===== config.mk =====
export PLATFORM = sky130hd
export DESIGN_NAME = ram_rr_arbiter
export DESIGN_NICKNAME = d
export VERILOG_FILES = /design/src/rtl/ram_rr_arbiter.sv
export SDC_FILE = /design/constraint.sdc
export NUM_CORES = 2
export LEC_CHECK = 0
export BUFFER_PORTS_ARGS = -buffer_cell sky130_fd_sc_hd__buf_2
export CAP_MARGIN = 0
export CORE_MARGIN = 5
export CORE_UTILIZATION = 32
export DETAILED_ROUTE_END_ITERATION = 8
export HOLD_SLACK_MARGIN = 0.08
export PLACE_DENSITY = 0.51
export SLEW_MARGIN = 15
export SYNTH_ARGS = -nofsm -noshare
export SYNTH_HDL_FRONTEND = slang
export SYNTH_SLANG_ARGS = --single-unit

===== constraint.sdc =====
create_clock -name clk -period 9.4 [get_ports clk]
set_input_delay 0 -clock clk [delete_from_list [all_inputs] [get_ports clk]]
set_output_delay 0 -clock clk [all_outputs]
set_load 0.01 [all_outputs]

===== src/rtl/ram_rr_arbiter.sv =====
`default_nettype none
// ============================================================================
// Module   : ram_rr_arbiter
// Brief    : Two-port round-robin front end sharing one single-port RAM array.
// Revision : 1.0  initial release
// ============================================================================
module ram_rr_arbiter #(
   parameter int N = 6,
   parameter int M = 32
) (
   input  logic         clk,
   input  logic         reset,
   input  logic         req0_valid,
   output logic         req0_ready,
   input  logic         req0_we,
   input  logic [N-1:0] req0_addr,
   input  logic [M-1:0] req0_wdata,
   output logic         resp0_valid,
   output logic [M-1:0] resp0_rdata,
   input  logic         req1_valid,
   output logic         req1_ready,
   input  logic         req1_we,
   input  logic [N-1:0] req1_addr,
   input  logic [M-1:0] req1_wdata,
   output logic         resp1_valid,
   output logic [M-1:0] resp1_rdata
);

   localparam int c_DEPTH = 2 ** N;

   logic [M-1:0] r_ram [c_DEPTH];
   logic         r_last_grant;
   logic         r_resp0_valid;
   logic         r_resp1_valid;
   logic [M-1:0] r_resp0_rdata;
   logic [M-1:0] r_resp1_rdata;

   logic         w_grant0;
   logic         w_grant1;
   logic         w_ram_we;
   logic [N-1:0] w_ram_addr;
   logic [M-1:0] w_ram_din;
   logic [M-1:0] w_ram_dout;

   // On a tie the port that did not win the last handshake is served.
   always_comb begin
      w_grant0 = 1'b0;
      w_grant1 = 1'b0;
      if (req0_valid && req1_valid) begin
         w_grant0 = r_last_grant;
         w_grant1 = ~r_last_grant;
      end else begin
         w_grant0 = req0_valid;
         w_grant1 = req1_valid;
      end
   end

   always_comb begin
      w_ram_we   = 1'b0;
      w_ram_addr = req0_addr;
      w_ram_din  = req0_wdata;
      if (w_grant1) begin
         w_ram_we   = req1_we;
         w_ram_addr = req1_addr;
         w_ram_din  = req1_wdata;
      end else if (w_grant0) begin
         w_ram_we   = req0_we;
      end
   end

   // Single-port array: synchronous write, asynchronous read; never reset.
   always_ff @(posedge clk) begin
      if (w_ram_we) begin
         r_ram[w_ram_addr] <= w_ram_din;
      end
   end

   assign w_ram_dout = r_ram[w_ram_addr];

   always_ff @(posedge clk or negedge reset) begin
      if (!reset) begin
         r_last_grant  <= 1'b1;
         r_resp0_valid <= 1'b0;
         r_resp1_valid <= 1'b0;
         r_resp0_rdata <= '0;
         r_resp1_rdata <= '0;
      end else begin
         if (w_grant0) begin
            r_last_grant <= 1'b0;
         end else if (w_grant1) begin
            r_last_grant <= 1'b1;
         end
         r_resp0_valid <= w_grant0 & ~req0_we;
         r_resp1_valid <= w_grant1 & ~req1_we;
         if (w_grant0 && !req0_we) begin
            r_resp0_rdata <= w_ram_dout;
         end
         if (w_grant1 && !req1_we) begin
            r_resp1_rdata <= w_ram_dout;
         end
      end
   end

   assign req0_ready  = w_grant0;
   assign req1_ready  = w_grant1;
   assign resp0_valid = r_resp0_valid;
   assign resp1_valid = r_resp1_valid;
   assign resp0_rdata = r_resp0_rdata;
   assign resp1_rdata = r_resp1_rdata;

endmodule
`default_nettype wire


### Word level (Yosys, flattened, before mapping)

Memories as Yosys holds them, arrays and structs flattened.
Index checks and enable logic that the tools add are counted.

| storage, ports and cells | value |
|---|---|
| flip-flop bits (word level) | 67 |
| bits in writable memories | 2048 |
| input bits | 82 |
| output and inout port bits | 68 |
| word-level logic and storage cells | 27 |
| memories kept | 1 |

Memory list:

| memory | words | width | rd ports | clocked after Yosys merged registers in | write ports | RTL line | RTL |
|---|---|---|---|---|---|---|---|
| r_ram | 64 | 32 | 1 | 0 | 1 | 31 | `logic [M-1:0] r_ram [c_DEPTH];` |

| operators by class | value |
|---|---|
| muxes and demuxes | 10 |
| bitwise operators | 5 |
| reductions and logical operators | 6 |

Operators by type and width:

| kind | count |
|---|---|
| $mux 32 | 1 |
| $mux 1 | 8 |
| $mux 6 | 1 |
| $logic_and 1x1->1 | 3 |
| $not 1->1 | 3 |
| $and 1x1->1 | 2 |
| $logic_not 1->1 | 2 |
| $reduce_bool 2->1 | 1 |

### Logic depth before layout (Yosys ltp)

| logic depth | value |
|---|---|
| word-level depth | 6 |
| gate-level depth with buffers | 14 |
| mapped depth without buffers | 9 |

### Worst setup path after synthesis

OpenSTA, ideal clock, no wires.

| timing path | value |
|---|---|
| kind | register to register |
| start | register r_last_grant |
| end | memory r_ram[13][0], enable pin |
| library setup time | 0.421 ns |
| arrival time | 3.478 ns |
| slack | 5.501 ns |
| cell stages (with the launch flop) | 10 |
| cells stage by stage | dfstp_2 a21bo_2 buf_6 buf_6 mux2i_1 buf_2 buf_1 buf_2 nand2_1 nor2_1 |

| between the ends | value |
|---|---|
| word-level cells in the longest chain between the ends | 5 |

RTL lines:

| what | RTL line | RTL |
|---|---|---|
| from (decl) | 32 | `logic r_last_grant;` |
| from (signal assigned) | 82 | `r_last_grant <= 1'b1;` |
| from (signal assigned) | 89 | `r_last_grant <= 1'b0;` |
| from (signal assigned) | 91 | `r_last_grant <= 1'b1;` |
| $mux 1 / $not 1->1 (equally long branches) | 49, 51 |  |
| $mux 1, on equally long branches | 66, 49 |  |
| $mux 1 | 62 | `if (w_grant1) begin` |
| $mux 1 | 73 | `if (w_ram_we) begin` |
| $mux 1 (implied by the code) | 74 | `r_ram[w_ram_addr] <= w_ram_din;` |
| to (decl) | 31 |  |

Parallel ways exist; a longest one is shown, timed or not.

### Worst setup path in the final report

| timing path | value |
|---|---|
| start | register r_last_grant |
| end | register r_resp0_rdata[12], in the netlist resp0_rdata[12] |

| between the ends | value |
|---|---|
| word-level cells in the longest chain between the ends | 4 |

RTL lines:

| what | RTL line | RTL |
|---|---|---|
| $not 1->1 | 51 | `w_grant1 = ~r_last_grant;` |
| $mux 1 | 49 | `if (req0_valid && req1_valid) begin` |
| $mux 6 | 62 |  |
| $mem_v2 64x32 | - |  |
| to (signal assigned) | 96 | `r_resp0_rdata <= w_ram_dout;` |
| to (decl) | 35 | `logic [M-1:0] r_resp0_rdata;` |

Parallel ways exist; a longest one is shown, timed or not.
A chain may end at the register's enable or synchronous reset.

==> impl_metrics.yaml <==
synth:
  synth_mux_area_share_pct: 1.947
  synth_top_cells_by_count: "edfxtp_1, a22oi_1, a221oi_1"
  ys.flop_type: "edfxtp_1"
  yosysWarnings: 0
  synth.distinct_cells: 58
  synthesis.instances: 4410
  yosys.area_share.adder_pct: 0
  synth_area_leader_cell: "edfxtp_1"
  avgSynthCellArea_um2: 17.75
  syn-num-nets: 4492
  synth_xor_area_share_pct: 0
  yosys.area_share.simple_pct: 2.829
  async_flop_share_pct: 3.168
  yosysMostFrequentCell: "edfxtp_1"
  synth.cell_area_mm2: 0.07828
  synth.area.top_cells: "edfxtp_1, a221oi_1, a22oi_1, dfrtp_1, mux2i_1"
  synth_top_area_share_pct: 78.56
  yosys_register_bits: 2115
  synth_top_family_by_area: "compound AO/OA/AOI/OAI gates"
  ys_seq_area_share_pct: 80.70
  synth-compound-area-share_pct: 12.78
  synth_edf_count: 2048
routing:
  drtIter0Drc: 6804
  final_antenna_net_count: 0
  first_pass_iters: 6
  wl_per_cell_um: 34.67
  drc: 0
  vias_per_cell: 5.851
  wl_um: 280600
  vias: 47350
clocking:
  numCtsBuffers: 204
  cts_tree: "built"
  ctsResizeCount: 0
  root_buffer: "clkbuf_16"
  cts_buffer_depth: 3
  cts.clk_slew.worst_paths_ns: 0.06
  h-tree-depth: 4
  cts.sinks: 2115
  clkLatencyLatePin_ns: 0.85
min_path:
  hp-class: "input port to flop"
placed_design:
  pre_cts_slack_ns: 3.515
  place.gp.congestion: 0.8473
  place.port_buffers: 149
  dp_hpwl_um: 153100
  postPlaceCellArea_mm2: 0.08422
critical_path:
  startpoint_type: "flop"
  crit_top_cell: "buf_4"
  slowest_stage: "mux2i_4"
  required_ns: 10.06
  worstPathMaxFanout: 45
  crit_chain: "a21bo_4 -> buf_4 -> inv_4 -> mux2i_4 -> buf_4 -> o22ai_1 -> o21ai_0 -> nand4_1 -> a2111oi_2 -> a21oi_1"
  cp_slowest_stage_delay_ns: 0.87
  critPathCaptureType: "flop"
  critPathArrivalTime_ns: 6.66
  critical_path_class: "flop to flop"
layout:
  syn2layout_area_growth_pct: 16.68
  fin_nets: 4796
  design_area_mm2: 0.09134
  layout-drive-gt1-share_pct: 15.75
global_route:
  antenna_found_initial: 38
  grt_start_max_net_pins: 102
  grt_usage_pct: 21.32
  grt_pass1_vias: 44990
  grt_pass1_wl_um: 384000
  grt-ovfl-total: 0
pwr:
  p_leak_nw: 28.38
  ir_drop_v: 0.0001582
  power.density_mw_per_mm2: 227.3
timing:
  rsz0062_at_grt: "no"
  finalSetupTns_ns: 0
  drv_slew: 0
  holdWs_ns: 0.1502
  fmax_mhz: 166.6
  worst_slew_pin_slew_ns: 1.348
  finalCritPeriodShare_pct: 63.85
  setup_ws_ns: 3.398
  finClkSkew_ns: 0.04050
  slew_headroom_pct: 9.365
  min_period_ns: 6.002
  finalHoldViolations: 0
  finalSetupViolations: 0
floorplanning:
  start_util_pct: 32.16
  die_w_um: 504.6
  ios: 150
  core_area_mm2: 0.2435
  dieArea_mm2: 0.2546
  rows: 181
  die_y_um: 504.6
run_status:
  outcome: "complete, no violations"
job:
  cap_violations: 0
-- final cells by class --
class	instances	area, um2
Fill cell	22230	152100
Clock inverter	107	923.4
Inverter	2	10.01
Timing Repair Buffer	413	3095
Clock buffer	267	5455
Multi-Input combinational cell	1978	14650
Antenna cell	9	22.52
Tap cell	3202	4006
Sequential cell	2115	63180
-- where the power goes --
part	internal, W	switching [W]	leakage [nW]
Sequential	0.0106	0.000103	19.2
Combinational	0.000513	0.00154	6.02
Clock	0.00444	0.00355	3.12
-- metrics by stage --
| stage | total power [W] | utilization, % | cells |
|---|---|---|---|
| floorplan | 0.01179 | - | 4410 |
| global placement | 0.01290 | 34.59 | 7637 |
| detailed placement | 0.01292 | 34.59 | 7638 |
| CTS | 0.02084 | 37.51 | 8084 |
| global route | 0.02132 | 37.51 | 8086 |
| finish | 0.02076 | 37.52 | 8093 |
-- registers in the layout (all words and copies together), names as in the netlist --
name	cells
resp1_rdata	32
r_last_grant	1
resp1_valid	1
resp0_valid	1
resp0_rdata	32
r_ram	2048
-- cell families (layout without fill, tap and decap cells) --
logic type | after synthesis | after routing
muxes | 148 | 148
buffers and inverters | 317 | 789
AOI/OAI and AO/OA | 1329 | 1329
other | 0 | 9
DFF | 2115 | 2115
and+or+nand+nor | 501 | 501
-- worst paths after layout --
kind / start / endpoint / slack, ns / depth (start not counted)
min in group asynchronous: reset / resp1_rdata[0] / 0.16 / 3
worst min-delay path: req1_addr[5] / r_ram[21][30] / 0.15 / 5
worst max-delay path: r_last_grant / resp0_rdata[12] / 3.40 / 10
max in group asynchronous: reset / resp1_rdata[5] / 7.87 / 4
worst min register to register: resp1_rdata[20] / resp1_rdata[20] / 0.51 / 1
worst max register to register: r_last_grant / resp0_rdata[12] / 3.40 / 10
-- timing repair --
action,CTS,global route
endpoints found under the hold margin,1893,0
hold buffers,72,0
buffers inserted,0,0
-- critical path, delay by kind of cell, from the launching register on --
kind	cells	cell delay, ns
mux	1	0.87
buf+inv	3	1.69
flops	1	0.56
compound gates	5	1.97
simple gates	1	0.53
-- layout by cell type (no fill, tap or decap), drive strengths merged, types with 12 or more instances in the layout --
cell         instances
nor2               144
mux2                16
mux2i              132
buf                341
a222oi              46
and3                12
clkinv              86
nor4                14
dfrtp               66
o21ai               65
edfxtp            2048
nand2              221
nand3               35
nor3                17
o22ai              127
nand4               17
a31oi               76
a21oi              129
nand2b              12
a221oi             333
clkbuf             267
o221ai              16
dlygate4sd3         72
a22o               112
bufinv              13
a22oi              387
-- routing by layer --
layer | track usage (%) | vias to the layer above | wire (um) | part of all wire (%)
li1 | - | 19120 | - | -
met1 | 29.07 | 25000 | 111900 | 40
met2 | 33.33 | 2750 | 128500 | 46
met3 | 4.718 | 476 | 27460 | 9.8
met4 | 8.356 | 8 | 12640 | 4.5
met5 | 0 | - | 52 | 0.019
(Power assumes the default switching activity.)
